==> config.mk <==
export PLATFORM = sky130hd
export DESIGN_NAME = ili9341_spi_sink
export DESIGN_NICKNAME = d
export VERILOG_FILES = /design/src/rtl/ili9341_spi_sink.sv
export SDC_FILE = /design/constraint.sdc
export NUM_CORES = 1
export LEC_CHECK = 0
export BUFFER_PORTS_ARGS = -buffer_cell sky130_fd_sc_hd__buf_2
export CAP_MARGIN = 10
export CORE_ASPECT_RATIO = 0.7
export CORE_MARGIN = 2
export CORE_UTILIZATION = 30
export DETAILED_ROUTE_END_ITERATION = 12
export GPL_ROUTABILITY_DRIVEN = 0
export PLACE_DENSITY = 0.46
export SLEW_MARGIN = 0
export SYNTH_ARGS = -nofsm -noshare
export SYNTH_HDL_FRONTEND = slang
export SYNTH_SLANG_ARGS = --single-unit
==> constraint.sdc <==
create_clock -name clk -period 2.8 [get_ports clk]
set_input_delay 0.14 -clock clk [delete_from_list [all_inputs] [get_ports clk]]
set_output_delay 0.14 -clock clk [all_outputs]
set_load 0.005 [all_outputs]
==> src/rtl/ili9341_spi_sink.sv <==
// ILI9341 4-wire SPI write-stream receiver: decodes CASET/PASET/RAMWR into
// windowed pixel writes with (x, y) coordinates; other commands are only reported.
module ili9341_spi_sink #(
  parameter int WIDTH       = 240,
  parameter int HEIGHT      = 320,
  parameter int SYNC_STAGES = 2
) (
  input  logic        clk,
  input  logic        rst,
  input  logic        spi_sck,
  input  logic        spi_mosi,
  input  logic        spi_cs,
  input  logic        spi_dc,
  output logic        cmd_valid,
  output logic [7:0]  cmd_byte,
  output logic        pix_valid,
  output logic [8:0]  pix_x,
  output logic [8:0]  pix_y,
  output logic [15:0] pix_data,
  output logic        frame_done,
  output logic        sync_err,
  output logic [2:0]  dbg_state
);

  typedef enum logic [2:0] {S_IDLE, S_CASET, S_PASET, S_RAMWR, S_SKIP} state_t;

  localparam logic [8:0] EC_RST = 9'(WIDTH - 1);
  localparam logic [8:0] EP_RST = 9'(HEIGHT - 1);
  localparam logic [9:0] LIM_X  = 10'(WIDTH);
  localparam logic [9:0] LIM_Y  = 10'(HEIGHT);

  logic [SYNC_STAGES-1:0] r_sck_s, r_mosi_s, r_cs_s, r_dc_s;
  logic       r_sck_d, r_cs_d;
  logic [6:0] r_shift;
  logic [2:0] r_bit_cnt;
  logic       r_byte_stb, r_byte_dc;
  logic [7:0] r_byte;

  state_t     r_state;
  logic [8:0] r_sc, r_ec, r_sp, r_ep, r_cx, r_cy;
  logic [2:0] r_pcnt;
  logic       r_p0, r_p2;
  logic [7:0] r_p1, r_hi;
  logic       r_phase;

  logic w_sck, w_mosi, w_cs, w_dc, w_rise;
  logic w_x_wrap, w_y_wrap, w_in_range;

  assign w_sck      = r_sck_s[SYNC_STAGES-1];
  assign w_mosi     = r_mosi_s[SYNC_STAGES-1];
  assign w_cs       = r_cs_s[SYNC_STAGES-1];
  assign w_dc       = r_dc_s[SYNC_STAGES-1];
  assign w_rise     = w_sck & ~r_sck_d;
  assign w_x_wrap   = (r_cx >= r_ec);
  assign w_y_wrap   = (r_cy >= r_ep);
  assign w_in_range = ({1'b0, r_cx} < LIM_X) && ({1'b0, r_cy} < LIM_Y);
  assign dbg_state  = r_state;

  // Synchronizers, bit capture and byte framing.
  always_ff @(posedge clk or negedge rst) begin
    if (!rst) begin
      r_sck_s    <= '0;
      r_mosi_s   <= '0;
      r_cs_s     <= '1;
      r_dc_s     <= '0;
      r_sck_d    <= 1'b0;
      r_cs_d     <= 1'b1;
      r_shift    <= '0;
      r_bit_cnt  <= '0;
      r_byte_stb <= 1'b0;
      r_byte     <= '0;
      r_byte_dc  <= 1'b0;
      sync_err   <= 1'b0;
    end else begin
      r_sck_s    <= {r_sck_s[SYNC_STAGES-2:0], spi_sck};
      r_mosi_s   <= {r_mosi_s[SYNC_STAGES-2:0], spi_mosi};
      r_cs_s     <= {r_cs_s[SYNC_STAGES-2:0], spi_cs};
      r_dc_s     <= {r_dc_s[SYNC_STAGES-2:0], spi_dc};
      r_sck_d    <= w_sck;
      r_cs_d     <= w_cs;
      r_byte_stb <= 1'b0;
      sync_err   <= 1'b0;
      if (w_cs) begin
        r_bit_cnt <= '0;
        // A deselect that lands between byte boundaries loses the partial byte.
        sync_err  <= ~r_cs_d & (r_bit_cnt != 3'd0);
      end else if (w_rise) begin
        r_shift   <= {r_shift[5:0], w_mosi};
        r_bit_cnt <= r_bit_cnt + 3'd1;
        if (r_bit_cnt == 3'd7) begin
          r_byte_stb <= 1'b1;
          r_byte     <= {r_shift, w_mosi};
          r_byte_dc  <= w_dc;
        end
      end
    end
  end

  // Command decode, window registers, pixel assembly and cursor.
  always_ff @(posedge clk or negedge rst) begin
    if (!rst) begin
      r_state    <= S_IDLE;
      r_sc       <= '0;
      r_ec       <= EC_RST;
      r_sp       <= '0;
      r_ep       <= EP_RST;
      r_cx       <= '0;
      r_cy       <= '0;
      r_pcnt     <= '0;
      r_p0       <= 1'b0;
      r_p1       <= '0;
      r_p2       <= 1'b0;
      r_hi       <= '0;
      r_phase    <= 1'b0;
      cmd_valid  <= 1'b0;
      cmd_byte   <= '0;
      pix_valid  <= 1'b0;
      pix_x      <= '0;
      pix_y      <= '0;
      pix_data   <= '0;
      frame_done <= 1'b0;
    end else begin
      cmd_valid  <= 1'b0;
      pix_valid  <= 1'b0;
      frame_done <= 1'b0;
      if (r_byte_stb) begin
        if (!r_byte_dc) begin
          cmd_valid <= 1'b1;
          cmd_byte  <= r_byte;
          r_pcnt    <= '0;
          r_phase   <= 1'b0;
          case (r_byte)
            8'h2A: r_state <= S_CASET;
            8'h2B: r_state <= S_PASET;
            8'h2C: begin
              r_state <= S_RAMWR;
              r_cx    <= r_sc;
              r_cy    <= r_sp;
            end
            default: r_state <= S_SKIP;
          endcase
        end else begin
          case (r_state)
            S_CASET, S_PASET: begin
              // Only the low 9 bits of each 16-bit coordinate are kept.
              if (r_pcnt != 3'd4) begin
                r_pcnt <= r_pcnt + 3'd1;
                case (r_pcnt[1:0])
                  2'd0: r_p0 <= r_byte[0];
                  2'd1: r_p1 <= r_byte;
                  2'd2: r_p2 <= r_byte[0];
                  default: begin
                    if (r_state == S_CASET) begin
                      r_sc <= {r_p0, r_p1};
                      r_ec <= {r_p2, r_byte};
                    end else begin
                      r_sp <= {r_p0, r_p1};
                      r_ep <= {r_p2, r_byte};
                    end
                  end
                endcase
              end
            end
            S_RAMWR: begin
              if (!r_phase) begin
                r_hi    <= r_byte;
                r_phase <= 1'b1;
              end else begin
                r_phase   <= 1'b0;
                pix_data  <= {r_hi, r_byte};
                pix_x     <= r_cx;
                pix_y     <= r_cy;
                pix_valid <= w_in_range;
                if (w_x_wrap) begin
                  r_cx <= r_sc;
                  if (w_y_wrap) begin
                    r_cy       <= r_sp;
                    frame_done <= 1'b1;
                  end else begin
                    r_cy <= r_cy + 9'd1;
                  end
                end else begin
                  r_cx <= r_cx + 9'd1;
                end
              end
            end
            default: ;
          endcase
        end
      end
    end
  end

endmodule

**Word level (Yosys, flattened, before mapping)**

Index checks and enable logic that the tools add are counted.
W data, S select, Z words.

- Flip-flop bits (word level): 155
- Input port bits: 6
- Logic and storage cells: 121

- Add/subtract/negate cells: 4
- Order comparisons: 4
- Equal/unequal tests: 15
- Muxes and demuxes: 36
- Bitwise logic cells: 9
- Reduce and logical (&&, ||, !) cells: 21

Operators by type and width:

| cell | count |
|---|---|
| $mux W9 | 11 |
| $eq A8 B6 Y1 const B | 3 |
| $reduce_and A5 Y1 | 4 |
| $mux W1 | 19 |
| $add A9 B1 Y9 const B | 2 |
| $ge A9 B9 Y1 | 2 |
| $mux W3 | 5 |
| $reduce_and A4 Y1 | 3 |
| $reduce_and A6 Y1 | 2 |
| $ne A2 B1 Y1 const B | 5 |
| $lt A9 B8 Y1 const B | 1 |
| $lt A9 B9 Y1 const B | 1 |
| $pmux W3 S3 | 1 |
| $not A1 Y1 | 7 |
| $add A3 B1 Y3 const B | 2 |
| $eq A3 B2 Y1 const B | 2 |
| $reduce_and A2 Y1 | 3 |
| $reduce_and A3 Y1 | 2 |
| $reduce_bool A2 Y1 | 2 |
| $eq A3 B1 Y1 const B | 1 |
| $eq A3 B3 Y1 const B | 1 |
| $ne A3 B3 Y1 const B | 1 |
| $reduce_bool A3 Y1 | 1 |
| $reduce_or A3 Y1 | 1 |
| other kinds (6) | 7 |

**Depth between registers and ports, before layout**

Gate-level depths: netlist (run 1).

- Word-level depth: 7
- Mapped depth: 10

**Worst setup path before layout (run 1)**

OpenSTA, ideal clock, no wires.

- Kind: reg-to-reg
- From: reg r_ep[4]
- To: reg r_cy[8]
- Arrival time: 2.204 ns
- Required time: 2.674 ns
- Path slack: 0.470 ns
- Cell stages (with the launch flop): 10
- Buffers on the path: 1
- Path through: dfstp_2 inv_1 ha_1 a21o_1 a221o_1 a32oi_1 nand3b_1 clkbuf_8 mux2i_1 a22oi_2

- Word-level cells in the longest chain between the ends: 6

RTL lines:

| what | RTL line | source |
|---|---|---|
| start, declared | 40 | `logic [8:0] r_sc, r_ec, r_sp, r_ep, r_cx, r_cy;` |
| start signal, assigned | 158 | `r_ep <= {r_p2, r_byte};` |
| $ge A9 B9 Y1 | 55 | `assign w_y_wrap = (r_cy >= r_ep);` |
| $mux W9 | 176 | `if (w_y_wrap) begin` |
| $mux W9 | 174 | `if (w_x_wrap) begin` |
| $mux W9 | 165 | `if (!r_phase) begin` |
| $mux W9 | 143 | `case (r_state)` |
| $mux W9 | 127 | `if (!r_byte_dc) begin` |
| end signal, assigned | 138 | `r_cy <= r_sp;` |
| end signal, assigned | 177 | `r_cy <= r_sp;` |
| end signal, assigned | 180 | `r_cy <= r_cy + 9'd1;` |
| end, declared | 40 |  |

No other way between the ends. The select of a mux whose other input is x is not followed.
A chain may end at the register's enable or synchronous reset.

**Worst setup path in the final report (run 1)**

- From: reg r_ep[4]
- To: reg r_cy[3]

Same word-level chain as after synthesis.

==> metrics.yaml, run 1 <==
status: "finished clean"
r2r-start: "r_ep[4]"
synthFlopType: "dfrtp_1"
synth_mux_area_share_pct: 19.9
synth_nets: 562
setup_viol: 0
rsz0062_at_grt: "no"
dp_slack_ns: 0.142
syn2layout_area_growth_pct: 20.2
cts_root_buffer: "clkbuf_16"
setup_slack_ns: 0.363
track_usage_pct: 14.3
yosysWarnings: 0
vias: 4339
yosys.area_share.adder_pct: 4.90
clockBufferDepth: 2
cp-end-kind: "register"
die_area_mm2: 0.0242
wl_per_cell_um: 17.1
maxSlewViolCount: 0
final_net_count: 641
cpMostUsedCell: "buf_4"
clk_latency_ns: 0.43
grt_pass1_wl_um: 26000
synth_top_area_share_pct: 50.1
relSlewSlack_pct: 52.6
ys_seq_elements: 155
die_h_um: 131
core-area_mm2: 0.0226
post-route-period-util_pct: 87.0
synth_edf_count: 0
critPathBufInv: 3
drc: 0
die_w_um: 185
yosysTopAreaCell: "dfrtp_1"
synth_xor_area_share_pct: 0.381
drive_above_1_share_pct: 39.0
n_antenna_cell: 0
synth_top_family_by_area: "multiplexers"
worst_pin_slew_ns: 0.710
cp_top_family: "compound AO/OA/AOI/OAI gates"
ant_nets: 0
grt.overflow.total: 0
drtIter0Drc: 235
cts_tree: "yes"
antenna_found_initial: 0
io_pins: 55
cp-start-kind: "register"
synthArstFlopShare_pct: 100
netlist_area_mm2: 0.00690
hpwl_um: 10900
viasPerCell: 4.65
min_period_ns: 2.44
synth_seq_area_share_pct: 56.5
crit_start: "r_ep[4]"
path_max_fanout: 9
synthTopCellsByArea: "dfrtp_1 50%, mux2_2 17%, dfstp_2 6.5%, ha_1 4.9%, mux2i_1 2.6%"
finalSetupTns_ns: 0
regToRegEndpoint: "r_cy[3]"
fin_worst_skew_ns: 0.0116
synth_most_common_cell: "dfrtp_1"
reg2reg_depth: 10
r2r_slack_ns: 0.36
slowest_stage: "dfstp_2"
cap_violations: 0
synthSimpleGateAreaFrac_pct: 7.24
crit_chain: "inv_1, ha_1, a21o_1, a221o_1, a32oi_1, nand3b_1, buf_4, buf_4, mux2i_1, a22oi_1"
numPortBuffers: 54
cp.required_ns: 3.10
nFillCells: 2220
power_density_mw_per_mm2: 582
critPathArrivalTime_ns: 2.73
cts_inserted_buffers: 17
clock_sinks: 155
max_freq_mhz: 410
worstSetupPathType: "reg -> reg"
grt_pass1_vias: 4652
start_util_pct: 30.5
htreeDepth: 4
synth_common_cells: "138 x dfrtp_1, 106 x mux2_2, 35 x inv_1"
synth_compound_area_share_pct: 7.24
grt_max_degree: 72
syn_inst: 529
avgSynthCellArea_um2: 13.0
wirelength_um: 16000
finalHoldViolCount: 0
clkTransAtPathRegs_ns: 0.07
synth.distinct_cells: 54
vdd_drop_max_mv: 0.386
hold_path_class: "in -> async"
power.leakage_nw: 4.13
dr.pass1.iters: 4
rows: 46
slowest_delay_ns: 0.53
metal layers:
layer / global-route usage, % / part of all wire [%] / vias up
met1: 19.8 / 51 / 2214
met2: 22.4 / 45 / 68
met4: 4.01 / 1.3 / 0
met5: 0 / 0 / -
met3: 3.49 / 3.4 / 14
li1: - / - / 2043
worst register-to-register path, stage by stage, from the launching register on:
cell and delay (ns):
dfstp_2 0.53, inv_1 0.04, ha_1 0.30, a21o_1 0.16, a221o_1 0.32, a32oi_1 0.23
nand3b_1 0.11, buf_4 0.18, buf_4 0.17, mux2i_1 0.17, a22oi_1 0.11
where the power goes:
part,leakage (nW),switching [W],internal [W]
Sequential,2.08,0.0000320,0.00229
Combinational,1.75,0.0000630,0.0000512
Clock,0.302,0.00109,0.00129
Total,4.13,0.00119,0.00363
sequential cells by signal (all words and copies together) (netlist names), 7 cells and up:
register  flops
r_sp          9
pix_y         9
r_hi          8
r_p1          8
r_ep          9
r_shift       7
r_cx          9
r_cy          9
r_byte        8
pix_x         9
r_sc          9
pix_data     16
cmd_byte      8
r_ec          9
how the worst max path moves through the flow:
stage | end | cells after the start
after floorplan | r_cy[8] | 9
after global placement | r_cy[8] | 9
after detailed placement | r_cy[5] | 9
after CTS | r_cy[3] | 9
after global routing | r_cy[3] | 10
final | r_cy[3] | 10
cell type report:
type	instances	area, um2	area share [%]
Clock buffer	17	425	5.13
Clock inverter	15	190	2.29
Inverter	35	131	1.59
Multi-Input combinational cell	319	2740	33.1
Sequential cell	155	3900	47.1
Tap cell	312	390	4.71
Timing Repair Buffer	80	509	6.14
kinds of logic (layout without fill, tap and decap cells):
family | Yosys count | in the layout
AOI/OAI and AO/OA | 72 | 72
buffers and inverters | 55 | 147
DFF | 155 | 155
and+or+nand+nor | 93 | 93
adders and majority gates | 27 | 27
muxes | 124 | 124
xor gates and xnor gates | 3 | 3
placed cells by master, fill, tap and decap left out, types with 2 or more instances in the layout:
cell type and n:
a21oi_1 9, buf_2 53, a31oi_1 3, buf_4 19
a211oi_1 3, buf_12 2, dfstp_2 17, a21o_1 3
nor2_1 17, nand3_1 8, nor3b_1 2, dfrtp_1 138
nor4bb_1 2, nand2b_1 4, o211ai_1 2, nor2b_1 3
mux2i_1 18, o22ai_1 4, nor3_1 6, mux2_2 106
inv_8 6, clkbuf_16 17, and3_1 8, ha_1 27
nand2_1 26, o2bb2ai_1 4, or4_1 2, inv_1 35
o21ai_0 23, inv_6 2, clkinv_4 3, dlygate4sd3_1 5
clkinv_8 3, xnor2_1 3, nand3b_1 4, a22oi_1 8
through the flow:
step | util [%] | total power [W] | instance area, um2 | instances | hold WS (ns)
final | 36.6 | 0.00482 | 8290 | 933 | 0.319
after global routing | 36.6 | 0.00501 | 8290 | 933 | 0.342
after CTS | 36.5 | 0.00489 | 8260 | 930 | 0.320
after detailed placement | 33.6 | 0.00248 | 7590 | 893 | 0.216
after global placement | 33.6 | 0.00247 | 7590 | 893 | 0.207
after floorplan | - | 0.00240 | 6900 | 529 | -0.156
timing repair:
action / 4_1_cts / 5_1_grt
buffers inserted: 0 / 3
hold buffers: 5 / 0
resized for setup: 0 / 1
hold endpoints to repair: 64 / 0
endpoints found under the setup margin: 0 / 7
Note: power is estimated with default switching activity, not from simulation.
==> run 2, diff against run 1 <==
--- a/config.mk
+++ b/config.mk
@@ -5,6 +5,7 @@
 export SDC_FILE = /design/constraint.sdc
 export NUM_CORES = 1
 export LEC_CHECK = 0
+export ABC_AREA = 1
 export BUFFER_PORTS_ARGS = -buffer_cell sky130_fd_sc_hd__buf_2
 export CAP_MARGIN = 10
 export CORE_ASPECT_RATIO = 0.7
==> metrics.yaml, run 2 <==
slowest_delay_ns: 0.53  # about the same
cts_root_buffer: "clkbuf_16"
synth_compound_area_share_pct: 9.00  # +1.8 points
setup_viol: 0  # unchanged
power_density_mw_per_mm2: 579  # -0.53%
cts_tree: "yes"
cap_violations: 0  # unchanged
die_area_mm2: 0.0244  # +0.79%
net-switching-power_w: 0.00119  # about the same
finalSetupTns_ns: 0  # unchanged
grt_pass1_wl_um: 27100  # +4.3%
intPower_w: 0.00359  # -1.3%
synth_xor_area_share_pct: 1.26  # +0.88 points
rows: 46  # unchanged
grt_max_degree: 57  # -21%
slowest_stage: "dfstp_2"
vias: 5188  # +20%
synth_common_cells: "255 x nand2_1, 138 x dfrtp_1, 100 x o21ai_0"
synth_seq_area_share_pct: 56.1  # -0.46 points
clock_sinks: 155  # unchanged
finalHoldViolCount: 0  # unchanged
use_met2_pct: 20.4  # -2.0 points
final_net_count: 889  # +39%
synth_top_family_by_area: "simple AND/OR/NAND/NOR gates"
drc: 0  # unchanged
yosysWarnings: 0  # unchanged
fin_worst_skew_ns: 0.0164  # +0.00483 ns
hold_path_class: "in -> async"
cts_setup_buffers: 0  # unchanged
synthSimpleGateAreaFrac_pct: 21.8  # +15 points
synth_mux_area_share_pct: 0  # -20 points
syn2layout_area_growth_pct: 18.7
drive_above_1_share_pct: 15.2  # -24 points
synth.distinct_cells: 33  # -39%
clockBufferDepth: 2  # unchanged
maxSlewViolCount: 0  # unchanged
p_comb_share_pct: 2.0  # -0.4 points
track_usage_pct: 14.4  # +0.070 points
synth_most_common_cell: "nand2_1"
path_max_fanout: 12  # +3
grt_pass1_vias: 4952  # +6.4%
final_common_cell: "nand2_1"
antenna_found_initial: 0  # unchanged
syn_inst: 793  # +50%
synth_edf_count: 0  # unchanged
post-route-period-util_pct: 78.2  # -8.8 points
clk_latency_ns: 0.44  # about the same
grt.overflow.total: 0  # unchanged
yosys.area_share.adder_pct: 4.86  # -0.040 points
io_pins: 55  # unchanged
wirelength_um: 16500  # +3.1%
max_freq_mhz: 456  # +11%
reg2reg_depth: 11  # +1
dr.pass1.iters: 5  # +1
numPortBuffers: 54  # unchanged
min_period_ns: 2.19  # -0.246 ns
start_util_pct: 30.7  # +0.17 points
nFillCells: 2383  # +7.3%
cp_top_family: "simple AND/OR/NAND/NOR gates"
synthArstFlopShare_pct: 100  # unchanged
ys_seq_elements: 155  # unchanged
hpwl_um: 11300  # +3.8%
use_met1_pct: 21.4  # +1.6 points
cpMostUsedCell: "nand2_1"
critPathArrivalTime_ns: 2.52  # -0.21 ns
vdd_drop_max_mv: 0.450  # +17%
cp_num_cells: 11  # +1
power.leakage_nw: 4.00  # -3.2%
relSlewSlack_pct: 62.3  # +9.7 points
wl_per_cell_um: 14.0  # -19%
rsz0062_at_grt: "no"
critPathBufInv: 2  # -1
netSwitchingFraction_pct: 24.9  # +0.25 points
n_antenna_cell: 0  # unchanged
synthTopCellsByArea: "dfrtp_1 50%, nand2_1 14%, o21ai_0 7.2%, dfstp_2 6.4%, inv_1 5.2%"
worstSetupPathType: "reg -> reg"
status: "finished clean"
clkTransAtPathRegs_ns: 0.07  # about the same
netlist_area_mm2: 0.00695  # +0.82%
top_usage_layer: "met1"
seq_power_share_pct: 47.9  # -0.3 points
worst_pin_slew_ns: 0.564  # -0.146 ns
final_cell_mix: "255 x nand2_1, 138 x dfrtp_1, 100 x o21ai_0"
cts_inserted_buffers: 17  # unchanged
multi_input_area_mm2: 0.00257  # -6.4%
synth_top_area_share_pct: 49.7  # -0.41 points
regArea_mm2: 0.00390  # unchanged
die_w_um: 186  # +0.40%
cp-end-kind: "register"
cp-start-kind: "register"
die_h_um: 131  # +0.39%
cp.required_ns: 3.12  # +0.02 ns
avgSynthCellArea_um2: 8.77  # -33%
crit_chain: "inv_1, ha_1, nand2_1, nor2_1, nand3_1, o21ai_0, inv_1, nand3_2, nand2_1, nand2_1, nand2_1"
met3_usage_pct: 3.71  # +0.22 points
htreeDepth: 4  # unchanged
largest_reg_flops: 16  # unchanged
yosysTopAreaCell: "dfrtp_1"
ant_nets: 0  # unchanged
largest-register: "pix_data"
clockPowerShare_pct: 50.2  # +0.7 points
viasPerCell: 4.39  # -5.5%
drtIter0Drc: 372  # +58%
synthFlopType: "dfrtp_1"
synth_nets: 826  # +47%
core-area_mm2: 0.0227  # +0.25%
total_power_w: 0.00478  # -0.95%
[run 2: final timing paths]
kind	startpoint	to	slack, ns
worst min register to register	r_sck_s[0]	r_sck_s[1]	0.35
worst min-delay path	rst	pix_data[12]	0.23
min in group clk	spi_dc	r_dc_s[0]	0.34
max in group asynchronous	rst	r_ep[2]	1.75
worst max register to register	r_ec[6]	r_cy[1]	0.61
worst max-delay path	r_ec[6]	r_cy[1]	0.61
[run 2: final cells by class]
cell class | count | area share, %
Clock inverter | 15 | 2.35
Timing Repair Buffer | 68 | 4.78
Tap cell | 312 | 4.73
Inverter | 102 | 4.64
Clock buffer | 17 | 5.15
Sequential cell | 155 | 47.3
Multi-Input combinational cell | 512 | 31.1
[run 2: what timing repair did]
| item | 4_1_cts | 5_1_grt |
|---|---|---|
| resized for setup | 0 | 0 |
| hold buffers | 5 | 0 |
| endpoints found under the hold margin | 53 | 0 |
[run 2: routing by layer]
layer | wire, um | vias to the layer above
met2 | 7060 | 74
met5 | 0 | -
li1 | - | 2657
met3 | 515 | 11
met4 | 104 | 0
met1 | 8810 | 2446
[run 2: cells by family (layout without fill, tap and decap cells)]
logic type / after synthesis / count (layout)
DFF: 155 / 155
buffers and inverters: 126 / 202
adders and majority gates: 27 / 27
and+or+nand+nor: 352 / 352
xor gates and xnor gates: 10 / 10
AOI/OAI and AO/OA: 123 / 123
[run 2: power by group through the flow]
stage | Combinational (W) | Clock [W] | Sequential (W)
floorplan | 0.0000274 | 0 | 0.00233
global placement | 0.0000943 | 0 | 0.00233
detailed placement | 0.0000932 | 0 | 0.00233
CTS | 0.0000996 | 0.00247 | 0.00229
global route | 0.000114 | 0.00257 | 0.00229
finish | 0.0000934 | 0.00240 | 0.00229
[run 2: metrics by stage]
step           instance area, um2  util (%)  instances  setup slack (ns)  hold WS (ns)
2_1_floorplan                6950         -        793             0.940        -0.156
3_3_place_gp                 7580      33.4       1144             0.634         0.146
3_5_place_dp                 7580      33.4       1144             0.620         0.136
4_1_cts                      8250      36.4       1181             0.618         0.240
5_1_grt                      8250      36.4       1181             0.358         0.276
6_report                     8250      36.4       1181             0.609         0.231
